$ cat src/rtl/wam_pkg.sv
// Shared definitions for the whack-a-mole score display: game-state codes,
// blank/dash segment patterns and the active-low 0-9 glyph table.
package wam_pkg;

    typedef enum logic [2:0] {
        ST_IDLE       = 3'd0,
        ST_GAMEPLAY   = 3'd1,
        ST_END_SCREEN = 3'd2
    } game_state_t;

    localparam logic [6:0] SEG_BLANK = 7'h7F;
    localparam logic [6:0] SEG_DASH  = 7'h3F;

    // Active-low cathodes, seg[0]=a ... seg[6]=g.
    function automatic logic [6:0] glyph(input logic [3:0] d);
        case (d)
            4'd0:    return 7'h40;
            4'd1:    return 7'h79;
            4'd2:    return 7'h24;
            4'd3:    return 7'h30;
            4'd4:    return 7'h19;
            4'd5:    return 7'h12;
            4'd6:    return 7'h02;
            4'd7:    return 7'h78;
            4'd8:    return 7'h00;
            4'd9:    return 7'h10;
            default: return SEG_BLANK;
        endcase
    endfunction

endpackage

$ cat src/rtl/wam_bin2bcd.sv
// Sequential 7-bit binary to 3-digit BCD converter (shift-add-3).
// One load cycle, then 7 iterations; done pulses with bcd updated together.
module wam_bin2bcd
    import wam_pkg::*;
(
    input  logic        clk,
    input  logic        reset,
    input  logic        start,
    input  logic [6:0]  bin,
    output logic        done,
    output logic [11:0] bcd
);

    typedef enum logic {CV_IDLE, CV_RUN} cv_state_t;

    cv_state_t   cv_state;
    logic [18:0] sr;
    logic [18:0] sr_adj;
    logic [18:0] sr_next;
    logic [2:0]  iter;

    always_comb begin
        sr_adj = sr;
        for (int unsigned i = 0; i < 3; i++) begin
            if (sr[7 + 4*i +: 4] >= 4'd5)
                sr_adj[7 + 4*i +: 4] = sr[7 + 4*i +: 4] + 4'd3;
        end
        sr_next = {sr_adj[17:0], 1'b0};
    end

    always_ff @(posedge clk or posedge reset) begin
        if (reset) begin
            cv_state <= CV_IDLE;
            sr       <= '0;
            iter     <= '0;
            done     <= 1'b0;
            bcd      <= '0;
        end else begin
            done <= 1'b0;
            case (cv_state)
                CV_IDLE: begin
                    if (start) begin
                        sr       <= {12'd0, bin};
                        iter     <= '0;
                        cv_state <= CV_RUN;
                    end
                end
                default: begin
                    sr   <= sr_next;
                    iter <= iter + 3'd1;
                    if (iter == 3'd6) begin
                        done     <= 1'b1;
                        bcd      <= sr_next[18:7];
                        cv_state <= CV_IDLE;
                    end
                end
            endcase
        end
    end

endmodule

$ cat src/rtl/wam_score_display.sv
// Four-digit multiplexed 7-segment display of lives and score.
// Optional END_SCREEN blinking is enabled by defining WAM_DISP_BLINK_EN.
module wam_score_display
    import wam_pkg::*;
#(
    parameter int unsigned REFRESH_DIV = 100000,
    parameter int unsigned BLINK_DIV   = 25000000
) (
    input  logic       clk,
    input  logic       reset,
    input  logic [6:0] score,
    input  logic [1:0] lives,
    input  logic [2:0] state,
    output logic [3:0] an,
    output logic [6:0] seg,
    output logic       dp
);

    localparam int unsigned RW = $clog2(REFRESH_DIV);

    game_state_t cur_state;
    logic        busy;
    logic        conv_start;
    logic        conv_done;
    logic [11:0] conv_bcd;
    logic [11:0] disp_bcd;
    logic [6:0]  last_score;
    logic [RW-1:0] refresh_cnt;
    logic [1:0]  scan_idx;
    logic [6:0]  seg_next;
    logic        blank_all;

    assign dp = 1'b1;

    always_comb begin
        case (state)
            ST_GAMEPLAY:   cur_state = ST_GAMEPLAY;
            ST_END_SCREEN: cur_state = ST_END_SCREEN;
            default:       cur_state = ST_IDLE;
        endcase
    end

    assign conv_start = !busy && (score != last_score);

    wam_bin2bcd u_bin2bcd (
        .clk   (clk),
        .reset (reset),
        .start (conv_start),
        .bin   (score),
        .done  (conv_done),
        .bcd   (conv_bcd)
    );

    always_ff @(posedge clk or posedge reset) begin
        if (reset) begin
            busy       <= 1'b0;
            last_score <= '0;
            disp_bcd   <= '0;
        end else if (conv_start) begin
            busy       <= 1'b1;
            last_score <= score;
        end else if (conv_done) begin
            busy     <= 1'b0;
            disp_bcd <= conv_bcd;
        end
    end

    always_comb begin
        seg_next = SEG_DASH;
        if (cur_state != ST_IDLE) begin
            case (scan_idx)
                2'd0: seg_next = glyph(disp_bcd[3:0]);
                2'd1: seg_next = (disp_bcd[11:4] == 8'd0) ? SEG_BLANK : glyph(disp_bcd[7:4]);
                2'd2: seg_next = (disp_bcd[11:8] == 4'd0) ? SEG_BLANK : glyph(disp_bcd[11:8]);
                default: seg_next = glyph({2'b00, lives});
            endcase
        end
    end

`ifdef WAM_DISP_BLINK_EN
    localparam int unsigned BW = $clog2(BLINK_DIV);

    logic [BW-1:0] blink_cnt;
    logic          blink_off;
    logic          in_end_q;

    // The entry cycle itself is count 0, so the visible phase lasts exactly BLINK_DIV.
    always_ff @(posedge clk or posedge reset) begin
        if (reset) begin
            blink_cnt <= '0;
            blink_off <= 1'b0;
            in_end_q  <= 1'b0;
        end else begin
            in_end_q <= (cur_state == ST_END_SCREEN);
            if (cur_state != ST_END_SCREEN) begin
                blink_cnt <= '0;
                blink_off <= 1'b0;
            end else if (!in_end_q) begin
                blink_cnt <= BW'(1);
                blink_off <= 1'b0;
            end else if (blink_cnt == BW'(BLINK_DIV - 1)) begin
                blink_cnt <= '0;
                blink_off <= ~blink_off;
            end else begin
                blink_cnt <= blink_cnt + BW'(1);
            end
        end
    end

    assign blank_all = (cur_state == ST_END_SCREEN) && blink_off;
`else
    assign blank_all = 1'b0;
`endif

    always_ff @(posedge clk or posedge reset) begin
        if (reset) begin
            refresh_cnt <= '0;
            scan_idx    <= '0;
            an          <= '1;
            seg         <= SEG_BLANK;
        end else begin
            if (refresh_cnt == RW'(REFRESH_DIV - 1)) begin
                refresh_cnt <= '0;
                scan_idx    <= scan_idx + 2'd1;
            end else begin
                refresh_cnt <= refresh_cnt + RW'(1);
            end
            an  <= blank_all ? 4'b1111 : ~(4'b0001 << scan_idx);
            seg <= seg_next;
        end
    end

endmodule

$ cat config.mk
export PLATFORM = sky130hd
export DESIGN_NAME = wam_score_display
export DESIGN_NICKNAME = d
export VERILOG_FILES = /design/src/rtl/wam_pkg.sv /design/src/rtl/wam_bin2bcd.sv /design/src/rtl/wam_score_display.sv
export SDC_FILE = /design/constraint.sdc
export NUM_CORES = 1
export LEC_CHECK = 0
export ABC_AREA = 1
export BUFFER_PORTS_ARGS = -buffer_cell sky130_fd_sc_hd__buf_2
export CAP_MARGIN = 10
export CORE_MARGIN = 3
export CORE_UTILIZATION = 45
export CTS_CLUSTER_SIZE = 30
export DETAILED_ROUTE_END_ITERATION = 16
export PLACE_DENSITY = 0.63
export SLEW_MARGIN = 20
export SYNTH_ARGS = -nofsm -noshare
export SYNTH_HDL_FRONTEND = slang
export SYNTH_SLANG_ARGS = --single-unit
$ cat constraint.sdc
create_clock -name clk -period 4.2 [get_ports clk]
set_input_delay 0.21 -clock clk [delete_from_list [all_inputs] [get_ports clk]]
set_output_delay 0.21 -clock clk [all_outputs]
set_load 0.1 [all_outputs]
==> impl_summary.md <==
Clock network
The CTS tree is done. The register clock-pin slew on the reported worst setup and hold paths is approximately 100 ps. CTS saw 86 sinks.

The root buffer cell chosen for the clock tree is clkbuf_8. Counting the buffers created by CTS gives 9. The number of buffers added for setup after CTS is 0. After clock tree synthesis, the repair step resized 0 gates. The number of H-tree branching levels is 3. The clock reaches the later pin of the worst-skew pair after about 360 ps. Counting along the longest clock path gives a buffer depth of 2.

Logic synthesis
The synthesis-stage register bit count is 86. By count the netlist is led by nand2_1, inv_1, dfrtp_1. The number of cells produced by synthesis is ~650. During synthesis, Yosys emitted a total of 0 warnings. The most used flip-flop cell after synthesis is dfrtp_1. The synthesized netlist occupies a cell area of approximately 4800 µm². In the post-synthesis netlist, the biggest area contributors are dfrtp_1, nand2_1, ha_1, nand3_1, inv_1. The number of nets in the synthesized netlist is 690.

The number of synthesized flops with an enable pin is 0. The share of the Yosys chip area taken by registers is between 40% and 50%. The proportion of netlist area held by the largest area contributor is between 30% and 40%. Averaged over all synthesized cells, the footprint is around 7.5 µm². The distinct cell type count of the synthesized netlist is 27. The largest total area in the synthesized netlist belongs to dfrtp_1. The cell with the most instances after synthesis is nand2_1.

In the synthesized netlist the async set-or-reset flop fraction comes to 100%.

Floorplanning
Once the floorplan was initialized, standard cells occupied between 40 and 50% of the core. The core region area is 10,400 µm². The floorplan step set the die width to roughly 110 µm.

The count of pins on the block boundary is 26. The floorplan has 37 rows. The height of the die is between 100 and 150 µm. The die footprint is between 10,000 and 15,000 µm².

Setup path
The critical path class is flip-flop to flip-flop. Along the worst path, the maximum fanout reaches 26. Data on the critical path arrives at its endpoint at 2470 ps.

The worst setup path is launched from a flip-flop. STA classifies the critical path endpoint as a flip-flop. The internal reg-to-reg setup slack is roughly 2000 ps. For the worst setup path, the data required time is 4480 ps. The cell count of the worst reg-to-reg path is 4.

Power and ir drop
Of the total power, the share spent switching nets is 44.5%. In this run, the clock network consumes 18.5% of the power. The part of the total power dissipated in combinational logic is a little over two fifths. The internal portion of the total power is 1.97 mW.

The leakage power figure is a little under 3 nW. The relative contribution of sequential cells to total power is 38.6%. Summed over all nets, the switching power comes to ~1.6 mW. The peak supply drop is between 0.4 and 0.5 mV. The power density normalized to cell area is approximately 670 nW/µm².

Timing
The final critical-path setup slack is 2010 ps. The max-slew violation count was 0. Based on the critical path, the design can be clocked at up to ~460 MHz. The worst-margin pin slew is about 800 ps. The headroom to the max-slew limit is approximately 48%. The sum of negative setup slack is 0 ps. The final-report setup violation count is 0. The worst path in the final design needs a cycle of between 2000 and 2500 ps, including I/O delays and setup. The worst path uses a little over half of the clock period. On the final layout, the worst clock skew is 19.6 ps. The number of hold violations in the final report is 0. Setup repair after global routing left no endpoint under its margin.

Route
The detail-routed via count per cell is just under 5. The number of iterations in the first detailed-routing pass is 4. The routed wire length is between 9000 and 10,000 µm.

The post-detailed-route count of antenna-violating nets is 0. The count of unresolved DRC violations after routing is 0. The detail-routed net length per standard cell is 11.5 µm. For this block, the via count after detailed routing is around 4,000.

The detailed router finished its first iteration with 143 violations.

Final layout
Cells fill approximately half of the core in the end. The filler cell count in the final layout is approximately 1,000. The final net count is roughly 710. The proportion of layout cells with a drive suffix above 1 is 9.20%. The number of antenna diodes in the final layout is 0. From synthesis to final layout, the design area changed by 9.81%.

Global routing
The total global routing track utilization is between 10% and 20%. The initial antenna violation count is 0. Entering global routing, the biggest net connects 47 pins. The wire length of the first global-routing pass is around 16,000 µm. The via count of the first global-routing pass is 3,696.

The aggregate global routing overflow is 0.

Status
The flow ran to the end, and the final reports show no timing, DRC or antenna violations.

Run
Across the run, the number of max-cap violations was 0.

Placement
After legalization and detailed placement, the total HPWL measured 6800 µm. Port buffering added 24 buffers. The worst-case setup slack after placement is 2050 ps. At the end of routability-driven placement, the weighted congestion stood at roughly 0.9.

Min path
The type of the most critical hold path is primary input to flip-flop. The count of cells along the worst hold path is 4.
==> sequential cells by signal, indices dropped and copies added (netlist names) <==
register            cells
u_bin2bcd.cv_state      1
u_bin2bcd.bcd          12
busy                    1
u_bin2bcd.done          1
seg                     7
an                      4
refresh_cnt            17
u_bin2bcd.iter          3
disp_bcd               12
u_bin2bcd.sr           19
last_score              7
scan_idx                2
==> layout make-up <==
type	count	area, µm²	share of cell area [%]
well taps	136	170	3.20
flip-flops and latches	86	2170	40.7
inverters	90	339	6.37
clock buffers	9	124	2.33
multi-input cells	454	2270	42.6
repair buffers	28	153	2.87
clock inverters	7	103	1.93
==> final timing paths <==
path,start,end
worst min-delay path,lives[1],seg[6]
worst max-delay path,u_bin2bcd.cv_state,u_bin2bcd.bcd[11]
min in group asynchronous,reset,refresh_cnt[2]
worst max register to register,u_bin2bcd.cv_state,u_bin2bcd.bcd[11]
max in group asynchronous,reset,u_bin2bcd.bcd[2]
worst min register to register,refresh_cnt[0],refresh_cnt[0]
==> layer usage <==
layer | vias up | GRT usage, % | wire (µm)
met5 | - | 0 | 0
met4 | 0 | 6.41 | 138
met3 | 12 | 3.29 | 313
met2 | 74 | 29.2 | 4380
met1 | 1828 | 21.1 | 4470
li1 | 2050 | - | -
==> timing repair <==
action	CTS	global route
hold buffers	1	0
endpoints found under the setup margin	0	0
hold endpoints to repair	28	0
==> cells in the final DEF, fill, tap and decap left out, types with 4 or more instances in the layout <==
cell type  Yosys  routed
or2_2          5       5
dfstp_2       11      11
xor2_1        15      15
nand3_1       67      67
o21ai_0       46      46
ha_1          30      30
a21oi_1       12      12
dfrtp_1       75      75
nand4_1        4       4
nand2_1      219     219
clkbuf_8       0       9
inv_1         88      87
nor2_1        41      41
buf_2          8      24
nor3_1         6       6
==> cells by family (layout without fill, tap and decap cells) <==
family | count (synthesis) | in the layout | synth area share, %
AND/OR/NAND/NOR | 343 | 343 | 29.0
buffers and inverters | 106 | 134 | 8.52
flip-flops | 86 | 86 | 44.7
AO/OA/AOI/OAI | 65 | 65 | 7.26
adder cells (fa/ha/maj) | 30 | 30 | 7.75
XOR/XNOR | 15 | 15 | 2.71
other | 1 | 1 | 0.0774
==> worst max-delay path, cell delays in order, from the launching register on <==
cell	delay (ps)
dfrtp_1	840
nand3_1	620
inv_1	460
nand3_1	120
nand2_1	70
==> power by group through the flow <==
stage	clock, mW	combinational (mW)	sequential [mW]
floorplan	0	1.12	1.45
global placement	0	1.49	1.38
detailed placement	0	1.52	1.38
CTS	0.680	1.53	1.37
global route	0.712	1.78	1.42
finish	0.657	1.52	1.37
==> through the flow <==
stage          cell area, µm²  std cells  hold slack, ps  total power [mW]
2_1_floorplan            4840        646             351              2.58
3_3_place_gp             5080        793             382              2.86
3_5_place_dp             5080        793             383              2.91
4_1_cts                  5320        810             110              3.58
5_1_grt                  5320        810             131              3.91
6_report                 5320        810             128              3.55
Note: power is estimated with default switching activity, not from simulation.
